File: config.mk
export PLATFORM = sky130hd
export DESIGN_NAME = fir_coef_bank_flat
export DESIGN_NICKNAME = d
export VERILOG_FILES = /design/src/rtl/fir_coef_bank_if.sv /design/src/rtl/fir_coef_bank.sv /design/src/flat_wrapper.sv
export SDC_FILE = /design/constraint.sdc
export NUM_CORES = 2
export LEC_CHECK = 0
export BUFFER_PORTS_ARGS = -buffer_cell sky130_fd_sc_hd__buf_2
export CAP_MARGIN = 20
export CELL_PAD_IN_SITES_DETAIL_PLACEMENT = 1
export CELL_PAD_IN_SITES_GLOBAL_PLACEMENT = 1
export CORE_AREA = 4 4 467 469
export CTS_CLUSTER_DIAMETER = 50
export CTS_CLUSTER_SIZE = 20
export DETAILED_ROUTE_END_ITERATION = 10
export DIE_AREA = 0 0 471 473
export PLACE_DENSITY = 0.74
export SLEW_MARGIN = 10
export SYNTH_ARGS = -nofsm -noshare
export SYNTH_HDL_FRONTEND = slang
export SYNTH_SLANG_ARGS = --single-unit
File: constraint.sdc
create_clock -name fir_clk -period 27.3 [get_ports fir_clk]
set_input_delay 2.73 -clock fir_clk [delete_from_list [all_inputs] [get_ports fir_clk]]
set_output_delay 2.73 -clock fir_clk [all_outputs]
set_load 0.005 [all_outputs]
File: src/rtl/fir_coef_bank_if.sv
// fir_coef_bank_if: register-map write port and coefficient-bank outputs of fir_coef_bank
interface fir_coef_bank_if #(
  parameter int COEF_WIDTH = 18,
  parameter int DSP_NR = 32,
  parameter int TM = 2
);
  localparam int COEFS_NR = DSP_NR * TM;
  localparam int ADDR_WIDTH = $clog2(COEFS_NR);
  logic wr_en;
  logic [ADDR_WIDTH:0] wr_addr;
  logic signed [COEF_WIDTH-1:0] wr_data;
  logic [ADDR_WIDTH:0] coef_nr_in;
  logic update_req;
  logic clear_req;
  logic slot_start;
  logic [COEFS_NR*COEF_WIDTH-1:0] coefs_flat;
  logic [ADDR_WIDTH:0] active_nr;
  logic update_ack;
  logic busy;
  logic wr_err;
  modport slave (
    input wr_en, wr_addr, wr_data, coef_nr_in, update_req, clear_req, slot_start,
    output coefs_flat, active_nr, update_ack, busy, wr_err
  );
  modport master (
    output wr_en, wr_addr, wr_data, coef_nr_in, update_req, clear_req, slot_start,
    input coefs_flat, active_nr, update_ack, busy, wr_err
  );
endinterface

File: src/rtl/fir_coef_bank.sv
// fir_coef_bank: shadow/active coefficient banks with slot-aligned atomic commit and sequential clear
module fir_coef_bank #(
  parameter int COEF_WIDTH = 18,
  parameter int DSP_NR = 32,
  parameter int TM = 2
) (
  input logic fir_clk,
  input logic fir_rst,
  fir_coef_bank_if.slave bus
);
  localparam int COEFS_NR = DSP_NR * TM;
  localparam int ADDR_WIDTH = $clog2(COEFS_NR);
  localparam logic [ADDR_WIDTH:0] NR_MAX = (ADDR_WIDTH+1)'(COEFS_NR);
  typedef enum logic [1:0] {IDLE, CLEAR, ARMED} state_t;
  state_t state, state_n;
  logic pending, pending_n;
  logic [ADDR_WIDTH-1:0] idx;
  logic signed [COEF_WIDTH-1:0] shadow [COEFS_NR];
  logic signed [COEF_WIDTH-1:0] active [COEFS_NR];
  logic [ADDR_WIDTH:0] nr_c, active_nr;
  logic update_ack, wr_err, commit, last, wr_ok, pend_any;
  assign last = idx == ADDR_WIDTH'(COEFS_NR - 1);
  assign commit = state == ARMED && bus.slot_start;
  assign wr_ok = bus.wr_en && bus.wr_addr < NR_MAX && state != CLEAR;
  assign nr_c = bus.coef_nr_in > NR_MAX ? NR_MAX : bus.coef_nr_in;
  assign pend_any = pending | bus.update_req;
  assign bus.busy = state != IDLE;
  assign bus.active_nr = active_nr;
  assign bus.update_ack = update_ack;
  assign bus.wr_err = wr_err;
  for (genvar k = 0; k < COEFS_NR; k++) begin : g_flat
    assign bus.coefs_flat[k*COEF_WIDTH +: COEF_WIDTH] = active[k];
  end
  // state register; reset aborts any clear or armed commit in flight
  always_ff @(posedge fir_clk) begin
    if (fir_rst) begin
      state <= IDLE;
      pending <= 1'b0;
    end else begin
      state <= state_n;
      pending <= pending_n;
    end
  end
  // next state: clear wins over update, an update seen during clear is remembered and armed afterwards
  always_comb begin
    state_n = IDLE;
    pending_n = pending;
    if (state == IDLE) begin
      state_n = bus.clear_req ? CLEAR : bus.update_req ? ARMED : IDLE;
      pending_n = bus.clear_req && bus.update_req;
    end else if (state == CLEAR) begin
      state_n = last ? (pend_any ? ARMED : IDLE) : CLEAR;
      pending_n = last ? 1'b0 : pend_any;
    end else if (state == ARMED) begin
      state_n = bus.slot_start ? IDLE : ARMED;
    end
  end
  // banks: commit reads the pre-edge shadow, so a write on the commit edge lands in shadow only
  always_ff @(posedge fir_clk) begin
    if (fir_rst) begin
      for (int k = 0; k < COEFS_NR; k++) begin
        shadow[k] <= '0;
        active[k] <= '0;
      end
      active_nr <= '0;
      update_ack <= 1'b0;
      wr_err <= 1'b0;
      idx <= '0;
    end else begin
      update_ack <= commit;
      wr_err <= wr_err | (bus.wr_en && !wr_ok);
      idx <= state == CLEAR ? idx + 1'b1 : '0;
      if (commit) begin
        for (int k = 0; k < COEFS_NR; k++) active[k] <= (ADDR_WIDTH+1)'(k) < nr_c ? shadow[k] : '0;
        active_nr <= nr_c;
      end
      if (state == CLEAR) shadow[idx] <= '0;
      if (wr_ok) shadow[bus.wr_addr[ADDR_WIDTH-1:0]] <= bus.wr_data;
    end
  end
endmodule

File: src/flat_wrapper.sv
// flat-port wrapper written by rule: the top's interface ports become plain ports
module fir_coef_bank_flat 
#(
  parameter int COEF_WIDTH = 18,
  parameter int DSP_NR = 32,
  parameter int TM = 2
)
  (fir_clk, fir_rst, bus_wr_en, bus_wr_addr, bus_wr_data, bus_coef_nr_in, bus_update_req, bus_clear_req, bus_slot_start, bus_coefs_flat, bus_active_nr, bus_update_ack, bus_busy, bus_wr_err);
  fir_coef_bank_if #(.COEF_WIDTH(COEF_WIDTH), .DSP_NR(DSP_NR), .TM(TM)) bus_i ();
  input logic fir_clk;
  input logic fir_rst;
  input wire logic [$bits(bus_i.wr_en)-1:0] bus_wr_en;
  input wire logic [$bits(bus_i.wr_addr)-1:0] bus_wr_addr;
  input wire logic [$bits(bus_i.wr_data)-1:0] bus_wr_data;
  input wire logic [$bits(bus_i.coef_nr_in)-1:0] bus_coef_nr_in;
  input wire logic [$bits(bus_i.update_req)-1:0] bus_update_req;
  input wire logic [$bits(bus_i.clear_req)-1:0] bus_clear_req;
  input wire logic [$bits(bus_i.slot_start)-1:0] bus_slot_start;
  output wire logic [$bits(bus_i.coefs_flat)-1:0] bus_coefs_flat;
  output wire logic [$bits(bus_i.active_nr)-1:0] bus_active_nr;
  output wire logic [$bits(bus_i.update_ack)-1:0] bus_update_ack;
  output wire logic [$bits(bus_i.busy)-1:0] bus_busy;
  output wire logic [$bits(bus_i.wr_err)-1:0] bus_wr_err;
  assign bus_i.wr_en = bus_wr_en;
  assign bus_i.wr_addr = bus_wr_addr;
  assign bus_i.wr_data = bus_wr_data;
  assign bus_i.coef_nr_in = bus_coef_nr_in;
  assign bus_i.update_req = bus_update_req;
  assign bus_i.clear_req = bus_clear_req;
  assign bus_i.slot_start = bus_slot_start;
  assign bus_coefs_flat = bus_i.coefs_flat;
  assign bus_active_nr = bus_i.active_nr;
  assign bus_update_ack = bus_i.update_ack;
  assign bus_busy = bus_i.busy;
  assign bus_wr_err = bus_i.wr_err;
  fir_coef_bank #(.COEF_WIDTH(COEF_WIDTH), .DSP_NR(DSP_NR), .TM(TM)) u_core (.fir_clk(fir_clk), .fir_rst(fir_rst), .bus(bus_i));
endmodule
==> qor.csv <==
stage,metric,value,unit
run_status,outcome,finished clean,
sta,crit share post-route,29.80,%
setup_path,CP dominant cell by count,buf_4,
logic_synthesis,syn_nets,5474,
logic_synthesis,Unique masters post-synth,66,
logic_synthesis,post-synth top area cell,edfxtp_1,
drt,Final ANT Viol Nets,0,
clock_network,"Hold-fix buffers, CTS",0,
placement,DP HPWL,225.9,mm
logic_synthesis,Synth Area in Adders,0.01452,%
placement,GP Congestion,0.8411,
clock_network,clk sink count,2322,
sta,Worst Max-Slew Pin Slew,1.173,ns
logic_synthesis,Post-Synth XOR/XNOR Area,0.03048,%
power,Internal,5.822,mW
logic_synthesis,syn_area_per_cell,15.86,um^2
sta,RSZ-0062 raised after global routing,no,
cells_and_area,# nets final,6744,
clock_network,Num CTS Buffers,203,
clock_network,postcts setup bufs,0,
clock_network,TritonCTS clock tree,yes,
setup_path,crit-path cells,buf_2 -> a31oi_1 -> buf_4 -> inv_8 -> buf_4 -> buf_4 -> buf_4 -> buf_4 -> buf_4,
setup_path,critical path's largest stage delay,0.94,ns
logic_synthesis,Simple-Gate Fraction of Synth Area,15.67,%
logic_synthesis,synthesized netlist cell count,5435,
power,PwrDens,73.62,nW/um^2
sta,Max Freq,0.1229,GHz
logic_synthesis,post-synthesis compound-gate area fraction,1.412,%
sta,Final setup viols,0,
sta,Slew headroom,21.56,%
setup_path,crit path DAT,8.59,ns
placement,Buffers on Ports,1199,
worst_hold_path,min-delay worst type,reg -> reg,
drt,via/cell ratio,5.381,
floorplan,core area,214000,um^2
logic_synthesis,proportion of synthesized area in mux cells,0.5429,%
power,Tot Pwr,7.671,mW
floorplan,Die Y,473,um
cells_and_area,share of cells above drive strength 1,27.58,%
drt,Residual DRC,0,
logic_synthesis,Syn. warnings,0,
logic_synthesis,number of synthesized flops with an enable pin,2304,
logic_synthesis,synthesized area,86200,um^2
power,Logic pwr share,5.0,%
setup_path,required time of the critical path,27.75,ns
drt,WL final,327.9,mm
floorplan,IO Pins,1200,
drt,DR vias,52420,
power,leakage power,39.52,nW
setup_path,Startpoint Class,input pin,
sta,final hold vios,0,
logic_synthesis,commonest cells in the netlist,"edfxtp_1 (2304), and2_1 (1263), nor2_1 (1009)",
sta,"Slew Viols, Final",0,
clock_network,CTS H-tree depth,4,
setup_path,Worst path top cell family by delay,buffers and inverters,
power,NetSw,1.849,mW
cells_and_area,fillcell total,21070,
clock_network,clock root cell,clkbuf_16,
grt,largest net degree at the start of global routing,179,
grt,antenna violations before repair,55,
drt,drt pass-1 iters,5,
power,Sw Ratio,24.10,%
setup_path,"slowest stage cell, crit path",buf_4,
clock_network,Clock transition at path regs,0.07,ns
setup_path,CP Capture Type,flip-flop,
logic_synthesis,post-synthesis sequential area ratio,80.68,%
clock_network,clk_lat worst skew,0.88,ns
logic_synthesis,top-area cell type share of the netlist area,80.26,%
floorplan,row count,170,
setup_path,Crit Path Max Fanout,127,
power,VDD IR max,0.06462,mV
sta,setup TNS,0,ns
logic_synthesis,largest family of logic cells by synthesized area,simple AND/OR/NAND/NOR gates,
grt,gr ovfl total,0,
power,Reg power frac,54.1,%
setup_path,Bufs and invs on worst path,8,
grt,first-pass GRT wire length,441.9,mm
grt,vias in the first global route,53290,
floorplan,Initial Util,40.28,%
sta,Clock Skew,0.07454,ns
floorplan,Chip Width,471,um
drt,initial DRC count,6251,
logic_synthesis,Seq cells post-synth,2322,
power,clock power share,40.9,%
grt,gr usage total,28.82,%
flow_run,maxcap violations,0,
floorplan,die area,222800,um^2
logic_synthesis,most frequent cell after synthesis,edfxtp_1,
clock_network,post-CTS resize count,0,
logic_synthesis,Synth area leaders,"edfxtp_1 (80%), and2_1 (9.2%), nor2_1 (4.4%)",
sta,Final Critical Period,8.136,ns
logic_synthesis,commonest register cell after synthesis,edfxtp_1,
drt,WL/cell,33.67,um
clock_network,worst-case clock buffer depth,3,
logic_synthesis,Post-synth ARST share,0,%
setup_path,CP Class,in -> reg,
cells_and_area,"Area growth, synth to finish",20.89,%
metal layers:
| metal | vias to the layer above | GRT usage, % | share of wire [%] |
|---|---|---|---|
| met1 | 27260 | 35.33 | 37 |
| li1 | 21610 | - | - |
| met3 | 584 | 8.728 | 10 |
| met5 | - | 0 | 0.037 |
| met2 | 2948 | 46.98 | 48 |
| met4 | 16 | 13.41 | 5.4 |
per-stage QoR:
step	instance area [um^2]	instances	worst slack, ns	hold WS (ns)	utilization (%)
after floorplan	86200	5435	0.2550	0.4421	-
after global placement	95970	9297	18.46	0.4477	44.85
after detailed placement	96290	9312	18.28	0.4525	45.00
after CTS	103700	9698	19.25	0.4677	48.47
after global routing	104200	9734	18.88	0.4968	48.69
final	104200	9741	19.16	0.4742	48.70
area by class of cell:
type | instances | area, um^2 | share of cell area (%)
Sequential cell | 2322 | 69550 | 66.74
Tap cell | 2838 | 3551 | 3.408
Inverter | 13 | 56.30 | 0.05403
Antenna cell | 17 | 42.54 | 0.04082
Clock inverter | 173 | 2291 | 2.199
Timing Repair Buffer | 1384 | 7826 | 7.510
Multi-Input combinational cell | 2781 | 15750 | 15.12
Clock buffer | 213 | 5139 | 4.931
power groups by stage:
| stage | sequential, mW | clock [mW] | combinational [mW] |
|---|---|---|---|
| global placement | 4.22 | 0 | 0.359 |
| CTS | 4.15 | 3.18 | 0.375 |
| global route | 4.16 | 3.33 | 0.401 |
| detailed placement | 4.23 | 0 | 0.373 |
| finish | 4.15 | 3.14 | 0.380 |
| floorplan | 4.29 | 0 | 0.121 |
cells in the final DEF (no fill, tap or decap), types with 11 or more instances in the layout:
master	n
edfxtp_1	2304
and2_1	1263
buf_2	1198
nor2_1	1006
clkbuf_16	205
buf_4	150
nor2b_1	66
a21oi_1	38
a21o_1	38
and3_1	37
nand2_1	36
nand2_2	35
clkinv_8	26
inv_6	25
clkinvlp_4	22
mux2i_4	21
inv_8	20
bufinv_16	20
nor3b_1	18
dfxtp_1	18
diode_2	17
clkinv_4	16
a21oi_2	15
o21ai_2	14
nor3_1	14
clkinv_2	14
buf_8	14
clkinv_1	13
nand3_1	12
buf_16	12
inv_1	11
cell families after synthesis:
kind of cell | after synthesis
DFF | 2322
adders and majority gates | 1
xor gates and xnor gates | 3
and+or+nand+nor | 2562
buffers and inverters | 332
muxes | 34
AOI/OAI and AO/OA | 181
worst paths after layout:
kind,from,end,slack (ns),cells past startpoint
worst min register to register,u_core.bus.wr_err,u_core.bus.wr_err,0.47,2
worst max register to register,u_core.state[1],u_core.active[1][343],20.63,8
worst max-delay path,bus_slot_start,u_core.active[1][343],19.16,9
worst min-delay path,u_core.bus.wr_err,u_core.bus.wr_err,0.47,2
sequential cells by signal, summed over array words and instances, names as in the netlist:
name,cells
u_core.active,1152
u_core.bus.active_nr,7
u_core.bus.update_ack,1
u_core.bus.wr_err,1
u_core.idx,6
u_core.pending,1
u_core.shadow,1152
u_core.state,2
worst min-delay path, stage by stage, from the launching register on:
cell and delay (ns):
dfxtp_1 0.32, inv_1 0.05, a21oi_1 0.05
(Power assumes the default switching activity.)
